--- config.mk ---
export PLATFORM = sky130hd
export DESIGN_NAME = cam_fb_writer
export DESIGN_NICKNAME = d
export VERILOG_FILES = /design/src/rtl/cam_fb_writer.sv
export SDC_FILE = /design/constraint.sdc
export NUM_CORES = 1
export LEC_CHECK = 0
export ABC_AREA = 1
export CORE_ASPECT_RATIO = 0.6
export CORE_MARGIN = 1.5
export CORE_UTILIZATION = 39
export CTS_BUF_LIST = sky130_fd_sc_hd__clkbuf_2 sky130_fd_sc_hd__clkbuf_4 sky130_fd_sc_hd__clkbuf_8
export DETAILED_ROUTE_END_ITERATION = 16
export GPL_ROUTABILITY_DRIVEN = 0
export MAX_ROUTING_LAYER = met4
export PLACE_DENSITY = 0.7
export SLEW_MARGIN = 0
export SYNTH_ARGS = -nofsm -noshare
export SYNTH_HDL_FRONTEND = slang
export SYNTH_SLANG_ARGS = --single-unit
--- constraint.sdc ---
create_clock -name pclk -period 3.2 [get_ports pclk]
set_input_delay 0.64 -clock pclk [delete_from_list [all_inputs] [get_ports pclk]]
set_output_delay 0.64 -clock pclk [all_outputs]
set_load 0.03 [all_outputs]
--- src/rtl/cam_fb_writer.sv ---
// rtl/cam_fb_writer.sv - double-buffered frame-buffer writer for the camera capture path
//
// Watches the capture stage's registered x/y/pixel outputs and writes each newly
// latched in-window pixel into one bank of a two-bank frame buffer. A completed
// frame (next start-of-frame seen while capturing) flips the banks so the display
// reader always has a stable, fully written frame in disp_bank.
//
// Ports:
//   pclk, reset_n           pixel clock, asynchronous active-low reset
//   enable, single          capture permit level, single-shot select (sampled at frame end)
//   x_coord, y_coord        column / row counters from the capture stage (x = 0 between pixels of a new row)
//   pixel_data              pixel byte, valid when x_coord changes
//   bram_we/addr/din        frame-buffer write port, addr = {bank, row*WIDTH+col}
//   disp_bank               bank holding the most recently completed frame
//   frame_valid             sticky: a frame has completed since reset
//   frame_done              one-cycle pulse per completed frame
//   busy                    waiting for start-of-frame or capturing
//   drop_count              saturating count of out-of-window pixels seen while capturing
module cam_fb_writer #(
    parameter int WIDTH  = 320,
    parameter int HEIGHT = 240,
    parameter int PIX_AW = 17
) (
    input  logic              pclk,
    input  logic              reset_n,
    input  logic              enable,
    input  logic              single,
    input  logic [9:0]        x_coord,
    input  logic [9:0]        y_coord,
    input  logic [7:0]        pixel_data,
    output logic              bram_we,
    output logic [PIX_AW:0]   bram_addr,
    output logic [7:0]        bram_din,
    output logic              disp_bank,
    output logic              frame_valid,
    output logic              frame_done,
    output logic              busy,
    output logic [7:0]        drop_count
);

    typedef enum logic [1:0] {
        S_IDLE     = 2'd0,
        S_WAIT_SOF = 2'd1,
        S_CAPTURE  = 2'd2
    } state_t;

    state_t            r_state;
    state_t            w_state_nxt;

    logic [9:0]        r_x_prev;
    logic [9:0]        r_y_prev;
    logic              r_wr_bank;
    logic              r_disp_bank;
    logic              r_frame_valid;
    logic              r_frame_done;
    logic              r_bram_we;
    logic [PIX_AW:0]   r_bram_addr;
    logic [7:0]        r_bram_din;
    logic [7:0]        r_drop_count;

    logic              w_pix_ev;
    logic              w_sof;
    logic              w_in_win;
    logic [9:0]        w_col;
    logic [PIX_AW-1:0] w_lin_addr;
    logic              w_busy;
    logic              w_wr;
    logic              w_drop;
    logic              w_frame_end;

    // A new pixel is any change of x to a non-zero value; x = 0 marks a row start.
    assign w_pix_ev   = (x_coord != r_x_prev) && (x_coord != 10'd0);
    // y_prev resets to all-ones so a clean frame start right after reset is caught,
    // while a reset in the middle of row 0 never sees x return to 0 with y = 0.
    assign w_sof      = (y_coord == 10'd0) && (x_coord == 10'd0) && (r_y_prev != 10'd0);
    assign w_col      = x_coord - 10'd1;
    assign w_in_win   = (32'(w_col) < WIDTH) && (32'(y_coord) < HEIGHT);
    assign w_lin_addr = PIX_AW'(32'(y_coord) * WIDTH + 32'(w_col));

    // State register
    always_ff @(posedge pclk or negedge reset_n) begin
        if (!reset_n) begin
            r_state <= S_IDLE;
        end else begin
            r_state <= w_state_nxt;
        end
    end

    // Next-state logic
    always_comb begin
        w_state_nxt = r_state;
        case (r_state)
            S_IDLE: begin
                if (enable) begin
                    w_state_nxt = S_WAIT_SOF;
                end
            end
            S_WAIT_SOF: begin
                if (!enable) begin
                    w_state_nxt = S_IDLE;
                end else if (w_sof) begin
                    w_state_nxt = S_CAPTURE;
                end
            end
            S_CAPTURE: begin
                // The sof that completes a frame also starts the next one.
                if (w_sof) begin
                    w_state_nxt = (single || !enable) ? S_IDLE : S_CAPTURE;
                end else if (!enable) begin
                    w_state_nxt = S_IDLE;
                end
            end
            default: w_state_nxt = S_IDLE;
        endcase
    end

    // Output / action decode
    always_comb begin
        w_busy      = 1'b0;
        w_frame_end = 1'b0;
        w_wr        = 1'b0;
        w_drop      = 1'b0;
        case (r_state)
            S_WAIT_SOF: begin
                w_busy = 1'b1;
            end
            S_CAPTURE: begin
                w_busy      = 1'b1;
                w_frame_end = w_sof;
                // Dropping enable stops writes on the very edge that samples it.
                w_wr        = enable && w_pix_ev && w_in_win;
                w_drop      = enable && w_pix_ev && !w_in_win;
            end
            default: ;
        endcase
    end

    // Datapath
    always_ff @(posedge pclk or negedge reset_n) begin
        if (!reset_n) begin
            r_x_prev      <= 10'd0;
            r_y_prev      <= 10'h3FF;
            r_wr_bank     <= 1'b0;
            r_disp_bank   <= 1'b1;
            r_frame_valid <= 1'b0;
            r_frame_done  <= 1'b0;
            r_bram_we     <= 1'b0;
            r_bram_addr   <= '0;
            r_bram_din    <= 8'd0;
            r_drop_count  <= 8'd0;
        end else begin
            r_x_prev     <= x_coord;
            r_y_prev     <= y_coord;
            r_bram_we    <= w_wr;
            r_frame_done <= w_frame_end;
            if (w_wr) begin
                r_bram_addr <= {r_wr_bank, w_lin_addr};
                r_bram_din  <= pixel_data;
            end
            if (w_drop && (r_drop_count != 8'hFF)) begin
                r_drop_count <= r_drop_count + 8'd1;
            end
            if (w_frame_end) begin
                r_frame_valid <= 1'b1;
                r_disp_bank   <= r_wr_bank;
                r_wr_bank     <= ~r_wr_bank;
            end
        end
    end

    assign bram_we     = r_bram_we;
    assign bram_addr   = r_bram_addr;
    assign bram_din    = r_bram_din;
    assign disp_bank   = r_disp_bank;
    assign frame_valid = r_frame_valid;
    assign frame_done  = r_frame_done;
    assign busy        = w_busy;
    assign drop_count  = r_drop_count;

endmodule
==> flow_summary.ini, run 1 <==
[synth]
synthCells = 429
synthTopCellsByArea = dfrtp_1 (34%), nand2_1 (15%), ha_1 (9.0%)
syn_area_um2 = 3631
synth_cell_types = 36
synth_edf_count = 0
syn_area_per_cell_um2 = 8.464
synth_ff_type = dfrtp_1
synth_nets = 489
seq_area_frac_synth_pct = 42.42
yosysWarningCount = 0
synth_async_sr_flop_share_pct = 100.0
yosysTopAreaCell = dfrtp_1
yosysMostFrequentCell = nand2_1
yosysTopAreaCellShare_pct = 34.46
synth-seq-cells = 61
netlist_top_cells_count = nand2_1 (148), dfrtp_1 (50), inv_1 (45)

[clocking]
clk_path_buf_depth = 2
post_cts_buffers = 0
clock_latency_ns = 0.34
numCtsBuffers = 9
cts_tree = done
clock_sinks = 61
cts-root-buf = clkbuf_8
post_cts_resized = 0
cts-htree-levels = 3
postCtsHoldBufs = 0
cts.clk_slew.worst_paths_ns = 0.07

[timing]
period_needed_ns = 2.901
clock_skew_ns = 0.009493
final-hold-violation-count = 0
slew_viol_final = 0
rsz0062_at_grt = false
whs_ns = 0.3060
max_freq_mhz = 344.7
worstMarginPinSlew_ns = 0.5223
setup_viol = 0
fin_crit_sh_pct = 90.65
slew_headroom_pct = 65.10

[setup_path]
reg2reg_from = r_state[0]
critPathArrivalTime_ns = 3.13
rrSetupSlack_ns = 1.33
r2r-end = bram_din[2]
worst-path-max-fanout = 4
start_kind = input port
worst_ep_required_time_ns = 3.43
crit_type = input port to flip-flop
endpoint_kind = flip-flop
r2r_cells = 10

[cells_and_area]
postLayoutCoreUtil_pct = 51.52
syn2layout_area_growth_pct = 29.43
insertedDiodeCount = 0
drive_gt1_share_pct = 13.27
nets = 577

[die]
die_x_um = 127.6
die_area_um2 = 9917
die-height_um = 77.74
start_util_pct = 39.81
coreArea_um2 = 9121
rows = 27
io_pins = 71

[global_routing]
antenna_found_initial = 0
overflow = 0
grt_max_degree = 62
grt_usage_pct = 18.12
grt_util_met3_pct = 6.690
grt_pass1_wl_um = 13520
grt_pass1_vias = 2816
grt_use_met1_pct = 24.77
grt-busiest-layer = met2
use_met2_pct = 25.35

[routing]
wirelength_um = 7881
drt-initial-drc-count = 136
drt-pass1-iter-count = 6
drtAntennaViolNets = 0
drc = 0
viasPerCell = 4.564
routedWlPerCell_um = 12.39
vias = 2903

[pwr]
total_power_mw = 2.748
power_density_nw_per_um2 = 584.8
leakage_nw = 2.416
vdd_drop_max_uv = 412.7

[job]
cap_violations = 0

[worst_hold_path]
hp-class = input port to async pin

[placed_design]
io_buffers = 70
dp_hpwl_um = 6015

[outcome]
status = complete, no violations
## worst max path at each step
stage | end | slack [ns] | startpoint | depth (start not counted)
detailed placement | bram_addr[14] | -0.05 | x_coord[1] | 18
floorplan | bram_addr[12] | 0.66 | x_coord[0] | 14
global route | bram_addr[16] | 0.08 | x_coord[1] | 16
global placement | bram_addr[14] | 0.02 | x_coord[1] | 18
finish | bram_addr[14] | 0.30 | x_coord[1] | 18
CTS | bram_addr[14] | 0.31 | x_coord[1] | 18
## where the power goes
group	switching (mW)	internal, mW	total [mW]
logic	0.661	0.466	1.13
registers	0.104	0.921	1.03
clock network	0.276	0.320	0.596
## area by class of cell
class / instances / area [um2]
Multi-Input combinational cell: 319 / 1873
Clock buffer: 12 / 158.9
Clock inverter: 2 / 10.01
Fill cell: 848 / 4422
Tap cell: 116 / 145.1
Sequential cell: 61 / 1540
Inverter: 45 / 168.9
Timing Repair Buffer: 81 / 803.3
## metrics by stage
step                      std cells  setup TNS, ns  area (um2)  worst slack [ns]
after global routing            636              0        4700           0.07618
after CTS                       636              0        4700            0.3118
after floorplan                 429              0        3631            0.6551
final                           636              0        4700            0.2993
after global placement          622              0        4531           0.01971
after detailed placement        622        -0.1072        4531          -0.04952
## sequential cells by signal, indices dropped and copies added (netlist names), 2 cells and up
name and count:
r_y_prev 10, drop_count 8, bram_din 8, bram_addr 18, r_x_prev 10, r_state 2
## cells in the final DEF (no fill, tap or decap), types with 2 or more instances in the layout
cell type        Yosys  final
nand2_2              6      6
or2_1                2      2
nor2_8               2      2
nor3_1               2      2
buf_12               0      2
o21ai_2             10     10
buf_4                0      9
ha_1                26     26
inv_1               45     45
fa_1                 2      2
or2_2                2      2
nand4_1              7      7
xor2_1              14     14
clkinv_2             0      2
o21ai_0              2      2
clkdlybuf4s50_1      0     69
nor2_2               4      4
nand3_1             32     32
nor2_1              30     30
dfstp_2             11     11
clkbuf_8             0     11
xnor2_1              9      9
nand2_4              3      3
a21oi_1              5      5
dfrtp_1             50     50
nand2_1            148    148
## layer usage
| layer | part of all wire (%) | up-vias |
|---|---|---|
| li1 | - | 1523 |
| met5 | 0 | - |
| met4 | 0.63 | 0 |
| met3 | 7.2 | 6 |
| met1 | 51 | 1315 |
| met2 | 42 | 59 |
## critical path, stage by stage
cell and delay [ns]:
clkdlybuf4s50_1 0.56, inv_1 0.08, ha_1 0.24, nand3_1 0.10
nand2_1 0.05, nand2_1 0.08, inv_1 0.05, ha_1 0.20
fa_1 0.41, nand3_1 0.10, nand2_1 0.08, nand2_1 0.07
nor2_1 0.05, nand2_1 0.07, nor2_1 0.07, xor2_1 0.16
nand2_1 0.06, nand2_1 0.06
## cell families (layout without fill, tap and decap cells)
| logic type | after synthesis | count (layout) | share of synthesized area (%) |
|---|---|---|---|
| fa+ha+maj | 28 | 28 | 10.06 |
| compound gates | 23 | 23 | 4.755 |
| xor+xnor | 24 | 24 | 5.996 |
| buf+inv | 49 | 140 | 5.996 |
| flops | 61 | 61 | 42.42 |
| simple gates | 244 | 244 | 30.77 |
Note: power is estimated with default switching activity, not from simulation.
==> run 2: changes to the inputs <==
CORE_MARGIN = unset   (was 1.5)
==> run 2 against run 1 <==
Against the previous run: register-to-register slack got worse by 0.15 ns; combinational power about the same; via count grew 2.6%; critical endpoint unchanged.
==> flow_summary.ini, run 2 (synthesized netlist as in run 1, its figures left out) <==
[routing]
viasPerCell = 4.669
wirelength_um = 7852
drc = 0
vias = 2979
drt-pass1-iter-count = 4
routedWlPerCell_um = 12.31
drtAntennaViolNets = 0
drt-initial-drc-count = 136

[die]
rows = 26
die_x_um = 126.6
die_area_um2 = 9713
die-height_um = 76.74
coreArea_um2 = 8751
io_pins = 71
start_util_pct = 41.49

[timing]
slew_viol_final = 0
period_needed_ns = 2.835
fin_crit_sh_pct = 88.58
clock_skew_ns = 0.01103
final-hold-violation-count = 0
layout_setup_ws_ns = 0.3653
slew_headroom_pct = 55.21
max_freq_mhz = 352.8
setup_viol = 0
worstMarginPinSlew_ns = 0.6719
rsz0062_at_grt = false

[placed_design]
io_buffers = 70
placed_cells = 622
dp_hpwl_um = 6100
place_ws_ns = -0.04455

[global_routing]
overflow = 0
grt_max_degree = 37
grt_pass1_wl_um = 13890
grt_pass1_vias = 2953
grt_usage_pct = 19.03
antenna_found_initial = 0

[cells_and_area]
final_cell_count_no_fill = 638
final_cell_mix = nand2_1 (148), clkdlybuf4s50_1 (69), dfrtp_1 (50)
nets = 581
drive_gt1_share_pct = 14.45
insertedDiodeCount = 0
largest_reg_flops = 18
postLayoutCoreUtil_pct = 54.22
syn2layout_area_growth_pct = 30.67
mostFrequentLayoutCell = nand2_1
num-fill-cells = 812

[clocking]
clk_path_buf_depth = 2
cts-htree-levels = 3
postCtsHoldBufs = 0
cts-root-buf = clkbuf_8
clock_latency_ns = 0.36
numCtsBuffers = 9
cts_tree = done
cts.clk_slew.worst_paths_ns = 0.06
clock_sinks = 61

[setup_path]
worst_ep_required_time_ns = 3.44
rrSetupSlack_ns = 1.18
endpoint_kind = flip-flop
reg2reg_from = r_state[0]
crit_type = input port to flip-flop
r2r_cells = 9
start_kind = input port
worst-path-max-fanout = 4
cp-startpoint = x_coord[1]
critPathArrivalTime_ns = 3.07
r2r-end = bram_addr[2]

[pwr]
total_power_mw = 2.834
leakage_nw = 2.445
power_density_nw_per_um2 = 597.2
vdd_drop_max_uv = 318.7

[worst_hold_path]
hp-class = input port to async pin

[outcome]
status = complete, no violations

[job]
cap_violations = 0
[run 2: timing repair]
| item | CTS | global route |
|---|---|---|
| gates resized for setup | 0 | 1 |
| endpoints found under the hold margin | 0 | 0 |
| setup endpoints to repair | 0 | 1 |
| setup buffers | 0 | 0 |
[run 2: worst max-delay path by stage]
| stage | to | cells past startpoint |
|---|---|---|
| 6_report | bram_addr[14] | 18 |
| 4_1_cts | bram_addr[16] | 16 |
| 3_5_place_dp | bram_addr[16] | 16 |
| 5_1_grt | bram_addr[16] | 16 |
| 2_1_floorplan | bram_addr[12] | 14 |
| 3_3_place_gp | bram_addr[16] | 12 |
[run 2: layout make-up]
| class | count | area (um2) | area share [%] |
|---|---|---|---|
| well taps | 112 | 140.1 | 2.954 |
| flip-flops and latches | 61 | 1540 | 32.46 |
| clock inverters | 1 | 5.005 | 0.1055 |
| inverters | 45 | 168.9 | 3.560 |
| repair buffers | 85 | 820.8 | 17.30 |
| clock buffers | 15 | 193.9 | 4.088 |
| multi-input cells | 319 | 1876 | 39.53 |
[run 2: per-layer routing]
layer,GRT usage [%],up-vias,share of wire (%)
met2,27.18,73,42
met1,25.21,1363,51
met3,6.769,9,5.9
met4,5.542,0,1.4
li1,-,1534,-
met5,-,-,0
[run 2: critical path: stages]
cell	delay [ns]
clkdlybuf4s50_1	0.54
inv_1	0.08
ha_1	0.25
nand3_1	0.10
nand2_1	0.05
nand2_1	0.07
inv_1	0.05
ha_1	0.20
fa_1	0.39
nand3_1	0.10
nand2_1	0.07
nand2_1	0.06
nor2_1	0.05
nand2_1	0.09
nor2_2	0.06
xor2_1	0.15
nand2_1	0.06
nand2_1	0.05
[run 2: per-stage QoR]
stage	hold WS [ns]	setup TNS, ns	cell area, um2
floorplan	0.3444	0	3631
global placement	0.4525	0	4543
detailed placement	0.4595	-0.06561	4543
CTS	0.3132	0	4742
global route	0.3421	0	4745
finish	0.3124	0	4745
[run 2: where the power goes]
part           total [mW]  switching [mW]  internal, mW
logic                1.14           0.662         0.475
clock network       0.671           0.289         0.382
registers            1.03           0.104         0.921
